==> config.mk <==
export PLATFORM = sky130hd
export DESIGN_NAME = decode_flat
export DESIGN_NICKNAME = d
export VERILOG_FILES = /design/src/rtl/decode_pkg.sv /design/src/rtl/decode_if.sv /design/src/rtl/decode_regfile.sv /design/src/rtl/decode.sv /design/src/flat_wrapper.sv
export SDC_FILE = /design/constraint.sdc
export NUM_CORES = 1
export LEC_CHECK = 0
export BUFFER_PORTS_ARGS = -buffer_cell sky130_fd_sc_hd__buf_4
export CORE_MARGIN = 4
export CORE_UTILIZATION = 33
export CTS_CLUSTER_SIZE = 20
export DETAILED_ROUTE_END_ITERATION = 8
export GPL_TIMING_DRIVEN = 0
export RECOVER_POWER = 25
export SKIP_CTS_REPAIR_TIMING = 1
export SLEW_MARGIN = 30
export SYNTH_ARGS = -nofsm -noshare
export SYNTH_HDL_FRONTEND = slang
export SYNTH_SLANG_ARGS = --single-unit
==> constraint.sdc <==
create_clock -name clk -period 2.5 [get_ports clk]
set_input_delay 0.125 -clock clk [delete_from_list [all_inputs] [get_ports clk]]
set_output_delay 0.125 -clock clk [all_outputs]
set_load 0.01 [all_outputs]
==> src/rtl/decode_pkg.sv <==
// Shared widths, instruction field positions, opecodes and class decoding for the decode stage.
package decode_pkg;

    localparam int LEN_INSN    = 32;
    localparam int LEN_OPECODE = 7;
    localparam int LEN_IMMF    = 1;
    localparam int LEN_REGNO   = 4;
    localparam int LEN_REG     = 32;
    localparam int LEN_CC      = 4;
    localparam int LEN_IMM_EX  = 32;
    localparam int NUM_REGS    = 1 << LEN_REGNO;

    localparam int POS_OPECODE = 25;
    localparam int POS_IMMF    = 24;
    localparam int POS_RD      = 20;
    localparam int POS_RS      = 16;
    localparam int POS_CC      = 12;

    localparam logic [LEN_OPECODE-1:0] OP_NOP = 7'b111_1110;
    localparam logic [LEN_OPECODE-1:0] OP_HLT = 7'b111_1111;
    localparam logic [LEN_OPECODE-1:0] OP_LD  = 7'b001_1000;
    localparam logic [LEN_OPECODE-1:0] OP_ST  = 7'b001_1001;
    localparam logic [LEN_OPECODE-1:0] OP_J   = 7'b001_1010;
    localparam logic [LEN_OPECODE-1:0] OP_JA  = 7'b001_1011;
    localparam logic [LEN_OPECODE-1:0] OP_CMP = 7'b000_0100;

    localparam logic [LEN_OPECODE-1:0] MASK_ALU    = 7'b111_0000;
    localparam logic [LEN_OPECODE-1:0] CLASS_ALU   = 7'b000_0000;
    localparam logic [LEN_OPECODE-1:0] MASK_LOGIC  = 7'b111_1000;
    localparam logic [LEN_OPECODE-1:0] CLASS_LOGIC = 7'b001_0000;

    typedef enum logic {RUN, HALT} state_e;

    function automatic logic is_alu(input logic [LEN_OPECODE-1:0] op);
        return (op & MASK_ALU) == CLASS_ALU;
    endfunction

    function automatic logic is_logic(input logic [LEN_OPECODE-1:0] op);
        return (op & MASK_LOGIC) == CLASS_LOGIC;
    endfunction

    function automatic logic writes_rd(input logic [LEN_OPECODE-1:0] op);
        return (is_alu(op) && op != OP_CMP) || is_logic(op) || op == OP_LD;
    endfunction

    function automatic logic reads_rd(input logic [LEN_OPECODE-1:0] op);
        return is_alu(op) || is_logic(op) || op == OP_ST;
    endfunction

    function automatic logic reads_rs(input logic [LEN_OPECODE-1:0] op, input logic immf);
        return !immf && op != OP_NOP && op != OP_HLT;
    endfunction

endpackage

==> src/rtl/decode_if.sv <==
// Fetch, writeback and execute-side signals of the decode stage.
interface decode_if;
    import decode_pkg::*;

    logic [LEN_INSN-1:0]    insn_i;
    logic                   insn_valid;
    logic                   insn_ready;
    logic                   flush;
    logic                   wb_en;
    logic [LEN_REGNO-1:0]   wb_regno;
    logic [LEN_REG-1:0]     wb_data;
    logic                   ex_valid;
    logic [LEN_OPECODE-1:0] opecode;
    logic [LEN_IMMF-1:0]    immf;
    logic [LEN_REG-1:0]     data_rd;
    logic [LEN_REG-1:0]     data_rs;
    logic [LEN_CC-1:0]      cc;
    logic [LEN_IMM_EX-1:0]  imm_ex;
    logic [LEN_REGNO-1:0]   dst_regno;
    logic                   dst_we;
    logic                   halted;

    modport master (
        output insn_i, insn_valid, flush, wb_en, wb_regno, wb_data,
        input  insn_ready, ex_valid, opecode, immf, data_rd, data_rs, cc, imm_ex,
               dst_regno, dst_we, halted
    );

    modport slave (
        input  insn_i, insn_valid, flush, wb_en, wb_regno, wb_data,
        output insn_ready, ex_valid, opecode, immf, data_rd, data_rs, cc, imm_ex,
               dst_regno, dst_we, halted
    );

endinterface

==> src/rtl/decode_regfile.sv <==
// 16x32 register file, two read ports and one write port.
// DECODE_BYPASS_EN forwards a same-cycle write to the read ports.
module decode_regfile
    import decode_pkg::*;
(
    input  logic                 clk,
    input  logic                 rst,
    input  logic                 we,
    input  logic [LEN_REGNO-1:0] wr_addr,
    input  logic [LEN_REG-1:0]   wr_data,
    input  logic [LEN_REGNO-1:0] rd_addr,
    input  logic [LEN_REGNO-1:0] rs_addr,
    output logic [LEN_REG-1:0]   rd_data,
    output logic [LEN_REG-1:0]   rs_data
);

    logic [LEN_REG-1:0] regs [NUM_REGS];

    always_ff @(posedge clk) begin
        if (rst) begin
            for (int i = 0; i < NUM_REGS; i++) regs[i] <= '0;
        end else if (we) begin
            regs[wr_addr] <= wr_data;
        end
    end

`ifdef DECODE_BYPASS_EN
    assign rd_data = (we && wr_addr == rd_addr) ? wr_data : regs[rd_addr];
    assign rs_data = (we && wr_addr == rs_addr) ? wr_data : regs[rs_addr];
`else
    assign rd_data = regs[rd_addr];
    assign rs_data = regs[rs_addr];
`endif

endmodule

==> src/rtl/decode.sv <==
// Decode stage: one-entry holding slot, busy scoreboard for RAW interlock, registered issue bundle.
// DECODE_BYPASS_EN lets a busy bit cleared by this cycle's writeback release the dependent instruction.
module decode
    import decode_pkg::*;
(
    input  logic    clk,
    input  logic    rst,
    decode_if.slave bus
);

    state_e                 state, state_next;
    logic                   slot_valid;
    logic [LEN_INSN-1:0]    slot_insn;
    logic [NUM_REGS-1:0]    busy, busy_live, wb_mask, set_mask;

    logic [LEN_OPECODE-1:0] op;
    logic                   immf;
    logic [LEN_REGNO-1:0]   rd, rs;
    logic [LEN_CC-1:0]      cc;
    logic [15:0]            imm16;
    logic [LEN_IMM_EX-1:0]  imm_ext;
    logic [LEN_REG-1:0]     rd_val, rs_val;
    logic                   halted, hazard, issue, ready, accept;

    logic                   ex_valid_r, immf_r, dst_we_r;
    logic [LEN_OPECODE-1:0] opecode_r;
    logic [LEN_REG-1:0]     data_rd_r, data_rs_r;
    logic [LEN_CC-1:0]      cc_r;
    logic [LEN_IMM_EX-1:0]  imm_ex_r;
    logic [LEN_REGNO-1:0]   dst_regno_r;

    assign op    = slot_insn[POS_OPECODE +: LEN_OPECODE];
    assign immf  = slot_insn[POS_IMMF];
    assign rd    = slot_insn[POS_RD +: LEN_REGNO];
    assign rs    = slot_insn[POS_RS +: LEN_REGNO];
    assign cc    = slot_insn[POS_CC +: LEN_CC];
    assign imm16 = slot_insn[15:0];

    assign imm_ext = is_logic(op) ? {16'd0, imm16} : {{16{imm16[15]}}, imm16};

    decode_regfile u_regfile (
        .clk     (clk),
        .rst     (rst),
        .we      (bus.wb_en),
        .wr_addr (bus.wb_regno),
        .wr_data (bus.wb_data),
        .rd_addr (rd),
        .rs_addr (rs),
        .rd_data (rd_val),
        .rs_data (rs_val)
    );

    assign wb_mask  = bus.wb_en ? (NUM_REGS'(1) << bus.wb_regno) : '0;
    assign set_mask = (issue && writes_rd(op)) ? (NUM_REGS'(1) << rd) : '0;

`ifdef DECODE_BYPASS_EN
    assign busy_live = busy & ~wb_mask;
`else
    assign busy_live = busy;
`endif

    assign halted = (state == HALT);
    assign hazard = (reads_rd(op) && busy_live[rd]) || (reads_rs(op, immf) && busy_live[rs]);
    assign issue  = slot_valid && !bus.flush && !halted && !hazard;
    assign ready  = !halted && !bus.flush && (!slot_valid || issue);
    assign accept = bus.insn_valid && ready;

    always_comb begin
        state_next = state;
        if (state == RUN && issue && op == OP_HLT) state_next = HALT;
    end

    always_ff @(posedge clk) begin
        if (rst) state <= RUN;
        else     state <= state_next;
    end

    always_ff @(posedge clk) begin
        if (rst) begin
            slot_valid <= 1'b0;
            slot_insn  <= '0;
        end else if (bus.flush && !halted) begin
            slot_valid <= 1'b0;
        end else if (accept) begin
            slot_valid <= 1'b1;
            slot_insn  <= bus.insn_i;
        end else if (issue) begin
            slot_valid <= 1'b0;
        end
    end

    // Setting from an issue is applied after the writeback clear, so set wins on a collision.
    always_ff @(posedge clk) begin
        if (rst) busy <= '0;
        else     busy <= (busy & ~wb_mask) | set_mask;
    end

    always_ff @(posedge clk) begin
        if (rst) begin
            ex_valid_r  <= 1'b0;
            opecode_r   <= OP_NOP;
            immf_r      <= 1'b0;
            data_rd_r   <= '0;
            data_rs_r   <= '0;
            cc_r        <= '0;
            imm_ex_r    <= '0;
            dst_regno_r <= '0;
            dst_we_r    <= 1'b0;
        end else if (issue) begin
            ex_valid_r  <= 1'b1;
            opecode_r   <= op;
            immf_r      <= immf;
            data_rd_r   <= rd_val;
            data_rs_r   <= immf ? imm_ext : rs_val;
            cc_r        <= cc;
            imm_ex_r    <= imm_ext;
            dst_regno_r <= rd;
            dst_we_r    <= writes_rd(op);
        end else begin
            ex_valid_r  <= 1'b0;
            opecode_r   <= OP_NOP;
            dst_we_r    <= 1'b0;
        end
    end

    assign bus.insn_ready = ready;
    assign bus.halted     = halted;
    assign bus.ex_valid   = ex_valid_r;
    assign bus.opecode    = opecode_r;
    assign bus.immf       = immf_r;
    assign bus.data_rd    = data_rd_r;
    assign bus.data_rs    = data_rs_r;
    assign bus.cc         = cc_r;
    assign bus.imm_ex     = imm_ex_r;
    assign bus.dst_regno  = dst_regno_r;
    assign bus.dst_we     = dst_we_r;

endmodule

==> src/flat_wrapper.sv <==
// flat-port wrapper written by rule: the top's interface ports become plain ports
module decode_flat import decode_pkg::*;
  (clk, rst, bus_insn_i, bus_insn_valid, bus_flush, bus_wb_en, bus_wb_regno, bus_wb_data, bus_insn_ready, bus_ex_valid, bus_opecode, bus_immf, bus_data_rd, bus_data_rs, bus_cc, bus_imm_ex, bus_dst_regno, bus_dst_we, bus_halted);
  decode_if bus_i ();
  input  logic clk;
  input  logic rst;
  input wire logic [$bits(bus_i.insn_i)-1:0] bus_insn_i;
  input wire logic [$bits(bus_i.insn_valid)-1:0] bus_insn_valid;
  input wire logic [$bits(bus_i.flush)-1:0] bus_flush;
  input wire logic [$bits(bus_i.wb_en)-1:0] bus_wb_en;
  input wire logic [$bits(bus_i.wb_regno)-1:0] bus_wb_regno;
  input wire logic [$bits(bus_i.wb_data)-1:0] bus_wb_data;
  output wire logic [$bits(bus_i.insn_ready)-1:0] bus_insn_ready;
  output wire logic [$bits(bus_i.ex_valid)-1:0] bus_ex_valid;
  output wire logic [$bits(bus_i.opecode)-1:0] bus_opecode;
  output wire logic [$bits(bus_i.immf)-1:0] bus_immf;
  output wire logic [$bits(bus_i.data_rd)-1:0] bus_data_rd;
  output wire logic [$bits(bus_i.data_rs)-1:0] bus_data_rs;
  output wire logic [$bits(bus_i.cc)-1:0] bus_cc;
  output wire logic [$bits(bus_i.imm_ex)-1:0] bus_imm_ex;
  output wire logic [$bits(bus_i.dst_regno)-1:0] bus_dst_regno;
  output wire logic [$bits(bus_i.dst_we)-1:0] bus_dst_we;
  output wire logic [$bits(bus_i.halted)-1:0] bus_halted;
  assign bus_i.insn_i = bus_insn_i;
  assign bus_i.insn_valid = bus_insn_valid;
  assign bus_i.flush = bus_flush;
  assign bus_i.wb_en = bus_wb_en;
  assign bus_i.wb_regno = bus_wb_regno;
  assign bus_i.wb_data = bus_wb_data;
  assign bus_insn_ready = bus_i.insn_ready;
  assign bus_ex_valid = bus_i.ex_valid;
  assign bus_opecode = bus_i.opecode;
  assign bus_immf = bus_i.immf;
  assign bus_data_rd = bus_i.data_rd;
  assign bus_data_rs = bus_i.data_rs;
  assign bus_cc = bus_i.cc;
  assign bus_imm_ex = bus_i.imm_ex;
  assign bus_dst_regno = bus_i.dst_regno;
  assign bus_dst_we = bus_i.dst_we;
  assign bus_halted = bus_i.halted;
  decode u_core (.clk(clk), .rst(rst), .bus(bus_i));
endmodule
# Word level (Yosys, flattened, before mapping)
# Memories as Yosys holds them, arrays and structs flattened. A register that Yosys moved wholly into a read port is not among the register bits.
# Cells that the tools add are included.
[op_classes] magnitude_cmp=2 eq_ne=7 shift=2 muxes=21 bitwise=6 reduce_logical=32
[ops] cell="$mux 32" n=3
[ops] cell="$mux 16" n=2
[ops] cell="$reduce_or 32->1" n=1
[ops] cell="$shl 1x4->16 const A" n=2
[ops] cell="$and 16x16->16" n=1
[ops] cell="$not 16->16" n=1
[ops] cell="$or 16x16->16" n=1
[ops] cell="$logic_and 1x1->1" n=15
[ops] cell="$eq 7x5->1 const B" n=2
[ops] cell="$ne 7x7->1 const B" n=2
[ops] cell="$mux 4" n=3
[ops] cell="$mux 1" n=11
[ops] cell="$lt 4x5->1 const B" n=2
[ops] cell="$bmux 1 s4" n=2
[ops] cell="$eq 7x7->1 const B" n=1
[ops] cell="$logic_not 7->1" n=1
[ops] cell="$ne 7x3->1 const B" n=1
[ops] cell="$logic_or 1x1->1" n=6
[ops] cell="$logic_not 1->1" n=5
[ops] cell="$eq 4x2->1 const B" n=1
[ops] cell="$reduce_or 2->1" n=2
[ops] cell="$not 1->1" n=3
[ops] cell="$reduce_and 2->1" n=1
[ops] cell="$reduce_bool 2->1" n=1
[totals] regBits=132 ram_bits=512 wordCells=83 n_memories=1
[mem_list] name="u_core.u_regfile.regs" words=16 word_bits=32 rd=2 rd_ports_with_merged_regs=2 wr=16 line_no="decode_regfile.sv:17" source="logic [LEN_REG-1:0] regs [NUM_REGS];"

# Depth between registers and ports, before layout
# Gate-level depths: netlist of run 1.
[depth] ltp_word=13 ltp_mapped=10 depth_no_buf=6

# Cells and area by module
# From an unflattened synthesis of run 1, not the netlist that was laid out.
[unflattened] cells_unflattened=2415 hier_area_um2=32995.4
[by_module_without_submodules] mod="decode_regfile" instances=1 cells_each=1687 area_per_inst_um2=26581.7 seq_area_each_um2=15374.7
[by_module_without_submodules] mod="decode" instances=1 cells_each=728 area_per_inst_um2=6413.7 seq_area_each_um2=2902.8

# Worst setup path before layout of run 1
# OpenSTA, ideal clock, no wires.
[synth_timing] path_type="register to register" startpoint="register u_core.slot_insn[20]" endpoint="register u_core.data_rd_r[10] (netlist: u_core.bus.data_rd[10]) (read register of u_core.u_regfile.regs)" setup_ns=0.132 arrival_ns=2.050 path_slack_ns=0.318 stages_incl_launch_ff=7 synth_period_minus_slack_ns=2.182 cell_sequence="dfxtp_1 buf_2 buf_1 mux4_2 mux4_2 nand3_1 a21oi_1"
[synth_via] elab_chain_len=6
[synth_lines] element="start: declaration" line_no="decode.sv:13" source="logic [LEN_INSN-1:0] slot_insn;"
[synth_lines] element="start signal: assignment" line_no="decode.sv:86" source="slot_insn <= bus.insn_i;"
[synth_lines] element="$bmux 1 s4" line_no="decode.sv:63" source="assign hazard = (reads_rd(op) && busy_live[rd]) || (reads_rs(op, immf) && busy_live[rs]);"
[synth_lines] element="$mux 1 (implied by the code)" line_no="decode.sv:63"
[synth_lines] element="$logic_and 1x1->1" line_no="decode.sv:63"
[synth_lines] element="$logic_or 1x1->1" line_no="decode.sv:63"
[synth_lines] element="$logic_not 1->1" line_no="decode.sv:64" source="assign issue = slot_valid && !bus.flush && !halted && !hazard;"
[synth_lines] element="$logic_and 1x1->1" line_no="decode.sv:64"
[synth_lines] element="end: declaration" line_no="decode.sv:27" source="logic [LEN_REG-1:0] data_rd_r, data_rs_r;"
# Several ways; a longest one is shown, not always the timed one. The select of a mux whose other input is x is not followed.
# A chain may end at the register's enable or synchronous reset.

# Worst setup path in the final report of run 1
[layout_timing] startpoint="register u_core.slot_insn[24]" endpoint="register u_core.data_rs_r[7] (netlist: u_core.bus.data_rs[7])"
[layout_via] elab_chain_len=7 elab_cells_between_ends=8 cone_classes="mux: 1; reduce/logical: 7"
[layout_lines] element="$logic_not 1->1" line_no="decode_pkg.sv:51" source="return !immf && op != OP_NOP && op != OP_HLT;"
[layout_lines] element="$logic_and 1x1->1 (2 in a row)" line_no="decode_pkg.sv:51"
[layout_lines] element="$logic_and 1x1->1" line_no="decode.sv:63"
[layout_lines] element="$logic_or 1x1->1" line_no="decode.sv:63"
[layout_lines] element="$logic_not 1->1" line_no="decode.sv:64"
[layout_lines] element="$logic_and 1x1->1" line_no="decode.sv:64"
[layout_lines] element="end signal: assignment" line_no="decode.sv:114" source="data_rs_r <= immf ? imm_ext : rs_val;"
[layout_lines] element="end: declaration" line_no="decode.sv:27"
# Several ways; a longest one is shown, not always the timed one.

==> flow_metrics.env, run 1 <==
export IMPL_fin_setup_tns_ns=-1.023
export IMPL_h_tree_depth=3
export IMPL_synth_largest_area_cell="edfxtp_1"
export IMPL_cts_tree="done"
export IMPL_finalMaxSlewViolations=6
export IMPL_ant_nets=0
export IMPL_r2r_cells=5
export IMPL_synth_seq_area_share=0.5435
export IMPL_grt_pass1_vias=22620
export IMPL_fp_dieH_um=327.9
export IMPL_critical_path_endpoint_type="flip-flop"
export IMPL_dp_hpwl_mm=82.51
export IMPL_ios=189
export IMPL_drt_total_wl_mm=122.5
export IMPL_hold_start="rst"
export IMPL_clockRootBuffer="clkbuf_16"
export IMPL_drive_gt1_frac=0.2784
export IMPL_synth_adder_area_share=0
export IMPL_crit_type="flip-flop to flip-flop"
export IMPL_critPathSlowestCell="clkbuf_2"
export IMPL_timing_final_crit_share=1.043
export IMPL_cpPeakStageDelay_ns=0.60
export IMPL_cts_made_buffers=75
export IMPL_synth_area_top_cells="edfxtp_1, mux4_2, and2_1"
export IMPL_antenna_found_initial=9
export IMPL_synth_compound_area_frac=0.05145
export IMPL_syn_inst=2377
export IMPL_io_buffer_count=188
export IMPL_cts_buffer_depth=3
export IMPL_finalNonFillerCells=4162
export IMPL_p_leak_uw=0.01366
export IMPL_failed_checks="capacitance limit, slew limit, setup timing"
export IMPL_synthSimpleGateAreaFrac=0.1401
export IMPL_start_util=0.3320
export IMPL_hold_violations=0
export IMPL_synth_area_mm2=0.03378
export IMPL_grt_overflow=0
export IMPL_cts_sinks=661
export IMPL_status="finished, violations left"
export IMPL_setup_ws_ns=-0.1086
export IMPL_reg2reg_to="u_core.bus.data_rs[7]$_SDFFE_PP0P_"
export IMPL_via_count=22860
export IMPL_grt_usage=0.2220
export IMPL_die_w_um=327.9
export IMPL_synth_warning_count=0
export IMPL_via_per_inst=5.492
export IMPL_async_flop_share=0
export IMPL_crit_family="buffers and inverters"
export IMPL_holdPathEnd="u_core.u_regfile.regs[9][0]$_SDFFCE_PN0P_"
export IMPL_startpoint_type="flip-flop"
export IMPL_fin_crit_ns=2.609
export IMPL_min_path_type="input port to flip-flop"
export IMPL_grt_first_pass_wirelength_mm=169.6
export IMPL_power_density_mw_per_mm2=713.9
export IMPL_crit_fanout=10
export IMPL_post_route_drc_count=0
export IMPL_synth_xor_area_frac=0
export IMPL_critPathRequiredTime_ns=3.03
export IMPL_synth_edf_count=512
export IMPL_fp_row_count=117
export IMPL_first_iter_violations=2902
export IMPL_firstDrtPassIters=5
export IMPL_avgSynthCellArea_um2=14.21
export IMPL_area_growth_synth_to_final_pct=20.78
export IMPL_max_freq_mhz=383.4
export IMPL_place_inst=3947
export IMPL_yosysTopAreaCellShare=0.4552
export IMPL_synth_cell_types=57
export IMPL_regToRegSetupSlack_ns=-0.11
export IMPL_synth_top_family_by_area="multiplexers"
export IMPL_dieArea_mm2=0.1075
export IMPL_setup_viol_count_final=27
export IMPL_wl_per_cell_um=29.44
export IMPL_cts_clk_slew_worst_paths_ns=0.07
export IMPL_clock_latency_ns=0.66
export IMPL_maxCapViolations=1
export IMPL_relSlewSlack=-0.01368
export IMPL_rsz0062_at_grt="yes"
export IMPL_nNetsFinal=2800
export IMPL_hold_depth=5
export IMPL_crit_buf_inv=2
export IMPL_rr_startpoint="u_core.slot_insn[24]$_SDFFE_PP0P_"
export IMPL_muxShareOfSynthArea=0.2269
export IMPL_grt_max_degree=34
export IMPL_cp_data_arrival_time_ns=3.14
export IMPL_max_vdd_ir_drop_uv=509.0
export IMPL_synth_seq_cells=661
export IMPL_gp_congestion=0.8673
export IMPL_skew_ns=0.04233
export IMPL_core_mm2=0.1017
export IMPL_postSynthNetCount=2450
export IMPL_crit_chain="or2_2 -> buf_1 -> clkbuf_2 -> o22ai_1 -> o41ai_2"
export IMPL_synth_ff_type="edfxtp_1"
export IMPL_worst_pin_slew_ns=1.509
-- power by group --
part           total [µW]  switching (µW)  internal, µW
clock network       11300            4750          6530
logic                5030            2850          2180
registers           12800             362         12500
total               29100            7960         21200
-- registers in the layout, summed over array words and instances (netlist names), 4 cells and up, named ones only --
name and count:
u_core.bus.imm_ex 17, u_core.bus.dst_regno 4, u_core.busy 16, u_core.u_regfile.regs 512, u_core.bus.opecode 7, u_core.bus.data_rd 32
u_core.slot_insn 32, u_core.bus.data_rs 32
-- per-layer routing --
metal | track usage | up-vias | wire [µm]
li1 | - | 9681 | -
met1 | 0.2865 | 11700 | 48500
met2 | 0.3599 | 1215 | 57760
met3 | 0.05908 | 254 | 11650
met4 | 0.08192 | 6 | 4582
met5 | 0 | - | 28
-- kinds of logic (layout without fill, tap and decap cells) --
family | after synthesis | count (layout)
simple gates | 790 | 790
flops | 661 | 661
mux | 400 | 400
buf+inv | 270 | 680
compound gates | 256 | 256
other cells | 0 | 7
-- how the worst max path moves through the flow --
stage	startpoint	end	slack, ns	cells past startpoint
3_3_place_gp	rst	u_core.u_regfile.regs[12][24]$_SDFFCE_PN0P_	-1.74	5
2_1_floorplan	u_core.slot_insn[20]$_SDFFE_PP0P_	u_core.bus.data_rd[10]$_SDFFE_PP0P_	0.32	6
5_1_grt	u_core.slot_insn[17]$_SDFFE_PP0P_	bus_insn_ready	-0.13	9
4_1_cts	u_core.slot_insn[21]$_SDFFE_PP0P_	u_core.bus.data_rs[23]$_SDFFE_PP0P_	-0.91	8
3_5_place_dp	u_core.slot_insn[21]$_SDFFE_PP0P_	u_core.bus.data_rs[24]$_SDFFE_PP0P_	-0.86	8
6_report	u_core.slot_insn[24]$_SDFFE_PP0P_	u_core.bus.data_rs[7]$_SDFFE_PP0P_	-0.11	5
-- through the flow --
step | instance area (µm²) | hold WS (ns) | setup slack, ns | utilization | power, µW
after floorplan | 33780 | 0.2408 | 0.3177 | - | 15760
after global placement | 36900 | 0.3511 | -1.745 | 0.3627 | 17590
after detailed placement | 37350 | 0.3604 | -0.8590 | 0.3672 | 17700
after CTS | 39820 | -0.3337 | -0.9132 | 0.3913 | 28830
after global routing | 40780 | 0.2360 | -0.1328 | 0.4009 | 29850
final | 40800 | 0.1824 | -0.1086 | 0.4010 | 29120
-- area by class of cell --
cell class / count / area (µm²)
Inverter: 21 / 78.83
Clock buffer: 103 / 2105
Antenna cell: 7 / 17.52
Clock inverter: 34 / 356.6
Tap cell: 1368 / 1712
Fill cell: 9509 / 60940
Multi-Input combinational cell: 1446 / 14480
Timing Repair Buffer: 276 / 2085
Sequential cell: 661 / 18370
Buffer: 246 / 1598
-- synthesized netlist by cell type, types with 3 or more instances --
| cell type | count |
|---|---|
| nor2_1 | 42 |
| dfxtp_1 | 149 |
| clkbuf_1 | 142 |
| a211oi_2 | 9 |
| mux2_1 | 3 |
| nor3b_1 | 3 |
| and3_1 | 4 |
| inv_1 | 20 |
| a21oi_1 | 62 |
| buf_6 | 10 |
| a211oi_1 | 8 |
| nand3_1 | 58 |
| nand3_2 | 3 |
| mux4_2 | 288 |
| mux2i_1 | 73 |
| clkbuf_2 | 6 |
| o41ai_2 | 16 |
| a21o_1 | 16 |
| nor3_1 | 7 |
| o21ai_0 | 72 |
| nand2_1 | 28 |
| and2_1 | 515 |
| buf_4 | 33 |
| nor2b_1 | 40 |
| buf_2 | 39 |
| or3_1 | 6 |
| nand4_1 | 3 |
| o22ai_1 | 49 |
| edfxtp_1 | 512 |
| nand2b_1 | 70 |
| mux2_2 | 34 |
| buf_1 | 18 |
| a21oi_2 | 9 |
-- cells in the final DEF (no fill, tap or decap), types with 41 or more instances in the layout --
cell | netlist | layout
o21ai_0 | 72 | 70
buf_4 | 33 | 119
clkbuf_1 | 142 | 230
dlygate4sd3_1 | 0 | 66
mux2i_1 | 73 | 73
and2_1 | 515 | 407
clkbuf_16 | 0 | 78
a21oi_1 | 62 | 62
edfxtp_1 | 512 | 512
nor2_1 | 42 | 41
dfxtp_1 | 149 | 143
mux4_2 | 288 | 288
nand3_1 | 58 | 51
nand2b_1 | 70 | 69
and2_0 | 0 | 107
-- tightest hold or removal path, stage by stage --
cell	delay, ns
buf_4	0.11
nor2b_1	0.06
nand2_1	0.11
nor2_1	0.11
and2_1	0.17
No activity file was read; power rests on OpenSTA's default activity.
==> run 2, diff against run 1 <==
CTS_BUF_LIST = sky130_fd_sc_hd__clkbuf_16   (was not set)
==> flow_metrics.env, run 2 (synthesized netlist as in run 1, its figures left out) <==
export IMPL_status="finished, violations left"
export IMPL_failed_checks="setup timing"
export IMPL_worst_pin_slew_ns=1.434
export IMPL_largest_register_ff_count=512
export IMPL_grt_first_pass_wirelength_mm=169.6
export IMPL_critPathRequiredTime_ns=2.99
export IMPL_cpPeakStageDelay_ns=1.11
export IMPL_clock_latency_ns=0.66
export IMPL_dp_hpwl_mm=82.51
export IMPL_drive_gt1_frac=0.2751
export IMPL_finalMaxSlewViolations=0
export IMPL_via_count=22770
export IMPL_die_w_um=327.9
export IMPL_gp_congestion=0.8673
export IMPL_via_per_inst=5.478
export IMPL_start_util=0.3320
export IMPL_nNetsFinal=2797
export IMPL_largest_register="u_core.u_regfile.regs"
export IMPL_maxCapViolations=0
export IMPL_fill_cells=9524
export IMPL_crit_buf_inv=3
export IMPL_timing_final_crit_share=1.023
export IMPL_cpMostUsedCell="clkbuf_1"
export IMPL_fp_dieH_um=327.9
export IMPL_pwr_share_comb=0.173
export IMPL_grt_max_degree=34
export IMPL_cp_data_arrival_time_ns=3.05
export IMPL_wl_per_cell_um=29.45
export IMPL_relSlewSlack=0.03689
export IMPL_ant_nets=0
export IMPL_setup_ws_ns=-0.05752
export IMPL_firstDrtPassIters=5
export IMPL_gr_usage_met1=0.2859
export IMPL_skew_ns=0.03796
export IMPL_cts_tree="done"
export IMPL_crit_fanout=10
export IMPL_h_tree_depth=3
export IMPL_core_mm2=0.1017
export IMPL_dieArea_mm2=0.1075
export IMPL_p_sw_uw=7949
export IMPL_pwr_share_seq=0.445
export IMPL_setup_viol_count_final=17
export IMPL_fp_row_count=117
export IMPL_pwr_share_clk=0.381
export IMPL_min_path_type="input port to flip-flop"
export IMPL_grt_pass1_vias=22610
export IMPL_hold_violations=0
export IMPL_crit_type="input port to flip-flop"
export IMPL_first_iter_violations=2980
export IMPL_fin_crit_ns=2.558
export IMPL_p_int_uw=20830
export IMPL_critPathSlowestCell="nor3_1"
export IMPL_clockRootBuffer="clkbuf_16"
export IMPL_grt_util_met3=0.05962
export IMPL_cts_made_buffers=75
export IMPL_hold_slack_ns=0.1838
export IMPL_busiest_layer="met2"
export IMPL_cts_clk_slew_worst_paths_ns=0.06
export IMPL_p_sw_frac=0.2762
export IMPL_max_freq_mhz=391.0
export IMPL_ios=189
export IMPL_grt_overflow=0
export IMPL_cts_sinks=661
export IMPL_antenna_found_initial=8
export IMPL_io_buffer_count=188
export IMPL_rsz0062_at_grt="yes"
export IMPL_post_route_drc_count=0
export IMPL_most_common_layout_cells="edfxtp_1, and2_1, mux4_2"
export IMPL_final_common_cell="edfxtp_1"
export IMPL_use_met2=0.3615
export IMPL_critical_path_endpoint_type="flip-flop"
export IMPL_p_leak_uw=0.01366
export IMPL_multi_input_area_mm2=0.01447
export IMPL_cts_buffer_depth=3
export IMPL_max_vdd_ir_drop_uv=499.1
export IMPL_startpoint_type="input port"
export IMPL_power_density_mw_per_mm2=708.4
export IMPL_ff_latch_area_mm2=0.01837
export IMPL_grt_usage=0.2220
export IMPL_area_growth_synth_to_final_pct=20.25
export IMPL_crit_chain="buf_4 -> clkbuf_1 -> nor2_1 -> nand2_1 -> nor3_1 -> clkbuf_1 -> and2_1"
export IMPL_crit_family="simple AND/OR/NAND/NOR gates"
export IMPL_fin_setup_tns_ns=-0.5055
export IMPL_drt_total_wl_mm=122.4
==> run 2: cell types whose count changed in the layout (fill, tap and decap cells not counted), sizes merged <==
cell    before  now
inv         23   43
buf        187  188
clkinv      26   32
diode        7    5
clkbuf     372  342
==> run 2: routing by layer <==
metal	part of all wire	vias to the layer above	routed length (µm)
li1	-	9667	-
met1	0.39	11610	47860
met2	0.47	1238	57790
met3	0.10	251	12390
met4	0.036	4	4350
met5	0.00017	-	21
==> run 2: worst reg2reg max path, stage by stage, from the launching register on <==
cell and delay, ns:
dfxtp_1 0.55, nand2b_1 0.65, clkbuf_2 0.55, o22ai_1 0.29
nor2_1 0.22, a211oi_2 0.09
==> run 2: final cells by class <==
type,instances,share of cell area
buffer,244,0.03795
multi-input combinational,1446,0.3562
sequential,661,0.4521
tap,1368,0.04214
clock inverter,60,0.01118
timing repair buffer,275,0.05070
clock buffer,77,0.04744
inverter,21,0.001941
antenna,5,0.0003080
==> run 2: power by group through the flow <==
stage | Sequential [µW] | Clock, µW | Combinational, µW
after floorplan | 12900 | 0 | 2850
after global routing | 12900 | 11400 | 5190
final | 12800 | 11000 | 4990
after detailed placement | 13000 | 0 | 4670
after CTS | 12800 | 11000 | 4690
after global placement | 13000 | 0 | 4560
==> run 2: metrics by stage <==
step	total power (µW)	cell area (µm²)	setup slack [ns]	util	instances
floorplan	15760	33780	0.3177	-	2377
global route	29500	40610	-0.2127	0.3991	4153
detailed placement	17700	37350	-0.8590	0.3672	3947
finish	28780	40620	-0.05752	0.3992	4157
CTS	28510	39740	-0.9123	0.3906	4084
global placement	17590	36900	-1.745	0.3627	3933
==> run 2: final timing paths <==
kind,depth (start not counted),slack [ns],start,end
worst max-delay path,7,-0.06,rst,u_core.u_regfile.regs[0][18]$_SDFFCE_PN0P_
worst max register to register,5,-0.02,u_core.slot_insn[24]$_SDFFE_PP0P_,u_core.bus.data_rs[22]$_SDFFE_PP0P_
worst min-delay path,5,0.18,rst,u_core.u_regfile.regs[9][0]$_SDFFCE_PN0P_
worst min register to register,2,0.48,u_core.bus.imm_ex[8]$_SDFFE_PP0P_,u_core.bus.imm_ex[8]$_SDFFE_PP0P_
